### src/rtl/conv_pkg.sv
// Shared convolution-path definitions: pixel width, window geometry and
// row-major window index constants used by the window generator and MAC stage.
package conv_pkg;

    localparam int DATA_W = 8;
    localparam int WIN_K  = 3;

    // Row-major 3x3 window positions
    localparam int WIN_TL = 0;
    localparam int WIN_TC = 1;
    localparam int WIN_TR = 2;
    localparam int WIN_ML = 3;
    localparam int WIN_MC = 4;
    localparam int WIN_MR = 5;
    localparam int WIN_BL = 6;
    localparam int WIN_BC = 7;
    localparam int WIN_BR = 8;

    typedef logic signed [DATA_W-1:0] pix_t;

endpackage

### src/rtl/line_fifo.sv
// line_fifo: fixed delay of DEPTH enabled samples with asynchronous clear.
// Output is the sample written DEPTH enables ago. For large DEPTH this maps
// onto an SRAM with a circular pointer; here it is a plain register chain so
// the whole buffer clears on reset.
module line_fifo #(
    parameter int          DATA_W = 8,
    parameter int unsigned DEPTH  = 32
) (
    input  logic              clk_i,
    input  logic              rst_n,
    input  logic              en_i,
    input  logic [DATA_W-1:0] d_i,
    output logic [DATA_W-1:0] q_o
);

    logic [DATA_W-1:0] mem [DEPTH];

    // Shift the chain by one position per enabled sample
    always_ff @(posedge clk_i or negedge rst_n) begin
        if (!rst_n) begin
            for (int unsigned i = 0; i < DEPTH; i++) begin
                mem[i] <= '0;
            end
        end else if (en_i) begin
            mem[0] <= d_i;
            for (int unsigned i = 1; i < DEPTH; i++) begin
                mem[i] <= mem[i-1];
            end
        end
    end

    assign q_o = mem[DEPTH-1];

endmodule

### src/rtl/line_window_3x3.sv
// line_window_3x3: streaming 3x3 sliding-window generator (valid convolution,
// no padding). Two cascaded line_fifo instances supply rows r-1 and r-2; the
// window register shifts left on each accepted pixel.
// Optional feature: define LINE_WINDOW_STRIDE2_EN to emit only windows whose
// top-left corner sits on even row and column (stride 2).
module line_window_3x3
    import conv_pkg::*;
#(
    parameter int IMG_W  = 32,
    parameter int IMG_H  = 32,
    parameter int DATA_W = conv_pkg::DATA_W
) (
    input  logic                     clk_i,
    input  logic                     rst_n,
    input  logic                     pix_valid_i,
    input  logic                     sof_i,
    input  logic signed [DATA_W-1:0] pix_i,
    output logic                     win_valid_o,
    output logic signed [DATA_W-1:0] win_0_o,
    output logic signed [DATA_W-1:0] win_1_o,
    output logic signed [DATA_W-1:0] win_2_o,
    output logic signed [DATA_W-1:0] win_3_o,
    output logic signed [DATA_W-1:0] win_4_o,
    output logic signed [DATA_W-1:0] win_5_o,
    output logic signed [DATA_W-1:0] win_6_o,
    output logic signed [DATA_W-1:0] win_7_o,
    output logic signed [DATA_W-1:0] win_8_o
);

    localparam int CW = $clog2(IMG_W);
    localparam int RW = $clog2(IMG_H);
    localparam logic [CW-1:0] COL_LAST = CW'(IMG_W - 1);
    localparam logic [RW-1:0] ROW_LAST = RW'(IMG_H - 1);
    localparam logic [CW-1:0] COL_TWO  = CW'(2);
    localparam logic [RW-1:0] ROW_TWO  = RW'(2);

    logic [CW-1:0] col, cur_col;
    logic [RW-1:0] row, cur_row;
    logic          in_region;

    logic [DATA_W-1:0] lb1_out, lb2_out;
    logic [DATA_W-1:0] win [WIN_K*WIN_K];
    logic              win_valid;

    // Position of the incoming pixel; sof forces it to (0,0)
    always_comb begin
        cur_col   = sof_i ? '0 : col;
        cur_row   = sof_i ? '0 : row;
        in_region = (cur_row >= ROW_TWO) && (cur_col >= COL_TWO);
`ifdef LINE_WINDOW_STRIDE2_EN
        // (r-2) and (c-2) even is the same as r and c even
        in_region = in_region && !cur_row[0] && !cur_col[0];
`endif
    end

    // Raster counters advance from the current position on accepted pixels
    always_ff @(posedge clk_i or negedge rst_n) begin
        if (!rst_n) begin
            col <= '0;
            row <= '0;
        end else if (pix_valid_i) begin
            if (cur_col == COL_LAST) begin
                col <= '0;
                row <= (cur_row == ROW_LAST) ? '0 : cur_row + RW'(1);
            end else begin
                col <= cur_col + CW'(1);
                row <= cur_row;
            end
        end
    end

    line_fifo #(
        .DATA_W (DATA_W),
        .DEPTH  (IMG_W)
    ) u_lb1 (
        .clk_i (clk_i),
        .rst_n (rst_n),
        .en_i  (pix_valid_i),
        .d_i   (pix_i),
        .q_o   (lb1_out)
    );

    line_fifo #(
        .DATA_W (DATA_W),
        .DEPTH  (IMG_W)
    ) u_lb2 (
        .clk_i (clk_i),
        .rst_n (rst_n),
        .en_i  (pix_valid_i),
        .d_i   (lb1_out),
        .q_o   (lb2_out)
    );

    // Window shifts one column left; new right column is {lb2, lb1, pix}
    always_ff @(posedge clk_i or negedge rst_n) begin
        if (!rst_n) begin
            for (int unsigned k = 0; k < WIN_K*WIN_K; k++) begin
                win[k] <= '0;
            end
        end else if (pix_valid_i) begin
            for (int unsigned r = 0; r < WIN_K; r++) begin
                for (int unsigned c = 0; c < WIN_K-1; c++) begin
                    win[r*WIN_K+c] <= win[r*WIN_K+c+1];
                end
            end
            win[WIN_TR] <= lb2_out;
            win[WIN_MR] <= lb1_out;
            win[WIN_BR] <= pix_i;
        end
    end

    // Window valid flag, registered alongside the window data
    always_ff @(posedge clk_i or negedge rst_n) begin
        if (!rst_n) begin
            win_valid <= 1'b0;
        end else begin
            win_valid <= pix_valid_i && in_region;
        end
    end

    assign win_valid_o = win_valid;
    assign win_0_o     = win[WIN_TL];
    assign win_1_o     = win[WIN_TC];
    assign win_2_o     = win[WIN_TR];
    assign win_3_o     = win[WIN_ML];
    assign win_4_o     = win[WIN_MC];
    assign win_5_o     = win[WIN_MR];
    assign win_6_o     = win[WIN_BL];
    assign win_7_o     = win[WIN_BC];
    assign win_8_o     = win[WIN_BR];

endmodule

### config.mk
export PLATFORM = sky130hd
export DESIGN_NAME = line_window_3x3
export DESIGN_NICKNAME = d
export VERILOG_FILES = /design/src/rtl/conv_pkg.sv /design/src/rtl/line_fifo.sv /design/src/rtl/line_window_3x3.sv
export SDC_FILE = /design/constraint.sdc
export NUM_CORES = 1
export LEC_CHECK = 0
export CORE_AREA = 2 2 191 193
export DETAILED_ROUTE_END_ITERATION = 6
export DIE_AREA = 0 0 193 195
export GPL_TIMING_DRIVEN = 0
export PLACE_DENSITY = 0.78
export SKIP_LAST_GASP = 1
export SLEW_MARGIN = 30
export SYNTH_ARGS = -nofsm -noshare
export SYNTH_HDL_FRONTEND = slang
export SYNTH_SLANG_ARGS = --single-unit
### constraint.sdc
create_clock -name clk_i -period 4.3 [get_ports clk_i]
set_input_delay 1.075 -clock clk_i [delete_from_list [all_inputs] [get_ports clk_i]]
set_output_delay 1.075 -clock clk_i [all_outputs]
set_load 0.05 [all_outputs]
==> results_dict.tcl <==
set metrics [dict create \
    status "complete, no violations" \
    num_rows 69 \
    ys_types 28 \
    synth_edf_count 0 \
    design_area_mm2 0.0244 \
    maxCapViolCount 0 \
    synth_area_mm2 0.0211 \
    report.power.total_mw 12.7 \
    worst_slew_pin_slew_ns 0.538 \
    insertion_delay_ns 0.59 \
    yosys_register_bits 547 \
    largest_register_ffs 248 \
    layout_setup_ws_ns 1.32 \
    post-cts-setup-buffer-count 0 \
    syn_nets 1261 \
    yosysTopAreaCellShare 0.649 \
    via_per_inst 5.36 \
    hold_path.class "primary input to async pin" \
    port_buffers 83 \
    nNetsFinal 1406 \
    ctsHoldBuffers 0 \
    maxSlewViolCount 0 \
    drt_iter0_drc 300 \
    criticalPathCategory "flip-flop to primary output" \
    drive_gt1_frac 0.517 \
    synth_cells 1245 \
    grt_pass1_vias 11200 \
    async_reset_ff_frac 1.00 \
    grt_max_degree 93 \
    reg_top3 "u_lb1.mem x248, u_lb2.mem x224" \
    hold_viol_final 0 \
    cts_resized 0 \
    routedWlPerCell_um 16.6 \
    track_usage 0.180 \
    routed_wl_um 31400 \
    drtPass1Iterations 4 \
    start_util 0.596 \
    fin_tns_setup_ns 0 \
    path_clk_slew_ns 0.06 \
    antenna_found_initial 0 \
    antenna_cells 0 \
    ir_drop_v 0.000421 \
    startpoint "win_5_o[4]$_DFFE_PN0P_" \
    fin_skew_ns 0.0140 \
    die_y_um 195 \
    dpl-instance-area_mm2 0.0227 \
    critPathArrivalTime_ns 1.91 \
    end_kind "primary output" \
    cp_max_fo 3 \
    synthTopCellsByCount "dfrtp_1 (547), mux2_2 (537), buf_6 (57)" \
    slew_headroom 0.640 \
    fin_crit_ns 2.98 \
    dp_slack_ns 0.833 \
    die_w_um 193 \
    synth_area_per_cell_um2 16.9 \
    fin_crit_sh 0.693 \
    grt_overflow 0 \
    grt_first_pass_wirelength_um 55000 \
    hpwl_um 20600 \
    r2r_setup_slack_ns 2.26 \
    drc 0 \
    place.gp.congestion 0.730 \
    p_leak_nw 11.9 \
    required_ns 3.22 \
    core_mm2 0.0354 \
    htreeDepth 2 \
    cts_tree "built" \
    place_inst 1796 \
    ys.flop_type "dfrtp_1" \
    p_per_area_mw_per_mm2 519 \
    cts-root-buf "clkbuf_16" \
    clock_sinks 547 \
    ys.warnings.count 0 \
    final_cell_count_no_fill 1893 \
    rsz0062_at_grt "no" \
    setup_viol 0 \
    crit_path_start_kind "flip-flop" \
    die_area_mm2 0.0376 \
    ant_nets 0 \
    rr_startpoint "col[1]$_DFFE_PN0P_" \
    largest-register "u_lb1.mem" \
    numCtsBuffers 53 \
    via_count 10100 \
    clockBufferDepth 3 \
    max_freq_mhz 335 \
    syn_to_final_growth_pct 15.8 \
    io_pins 85 \
    yosys-top-cells-area "dfrtp_1 (65%), mux2_2 (29%), buf_6 (3.0%), buf_4 (1.7%), ha_1 (0.24%)" \
    yosysTopAreaCell "dfrtp_1" \
    yosys.cell_count.top_type "dfrtp_1" \
    ys_seq_area_frac 0.649 \
]
metal layers:
metal | share of wire | track usage | routed length [um]
met5 | 0 | 0 | 0
met4 | 0.023 | 0.0581 | 736
met3 | 0.034 | 0.0347 | 1080
met2 | 0.51 | 0.301 | 16100
met1 | 0.43 | 0.239 | 13500
through the flow:
stage               hold WS (ns)  utilization
finish                     0.387        0.690
global route               0.409        0.690
CTS                        0.384        0.690
detailed placement         0.488        0.641
global placement           0.483        0.636
floorplan                  0.469            -
cell usage in the layout (no fill, tap or decap), types with 2 or more instances in the layout:
cell type        count
nor2_1               3
nor4_1               2
clkbuf_1            13
bufinv_16            2
nand3_1              5
clkinv_2            10
a21oi_1              6
buf_16               7
nand2_1              4
clkbuf_8            14
nor2b_1              3
dfrtp_1            547
inv_6                2
buf_4               49
clkbuf_16           53
ha_1                 4
clkinvlp_4           2
o21ai_0              3
clkdlybuf4s50_1     82
inv_1                2
mux2i_1              3
buf_2                5
mux2_2             537
or4_1                2
buf_6               57
o31ai_1              2
kinds of logic after synthesis:
kind of cell | synth area share
AO/OA/AOI/OAI | 0.00451
buffers and inverters | 0.0496
adder cells (fa/ha/maj) | 0.00237
flip-flops | 0.649
multiplexers | 0.288
AND/OR/NAND/NOR | 0.00682
critical path: stages, from the launching register on:
cell and delay, ns:
dfrtp_1 0.41, buf_4 0.13, clkdlybuf4s50_1 0.79
power by group:
group	internal [mW]	switching (mW)	leakage (nW)
Combinational	0.971	0.632	3.85
Sequential	6.10	0.466	7.24
Clock	2.64	1.88	0.856
path summary, 6_finish.rpt:
path,endpoint,depth (start not counted)
max in group asynchronous,u_lb2.mem[49]$_DFFE_PN0P_,6
max,win_5_o[4],2
min reg2reg,u_lb2.mem[24]$_DFFE_PN0P_,1
max reg2reg,row[2]$_DFFE_PN0P_,9
min in group clk_i,u_lb2.mem[24]$_DFFE_PN0P_,1
min,u_lb1.mem[62]$_DFFE_PN0P_,1
layout make-up:
class / instances / area (um2)
buffer: 111 / 1030
multi-input combinational: 584 / 6370
sequential: 547 / 13700
clock buffer: 80 / 1570
fill: 2317 / 11000
inverter: 3 / 11.3
tap: 461 / 577
clock inverter: 17 / 163
timing repair buffer: 90 / 1030
Note: power is estimated with default switching activity, not from simulation.
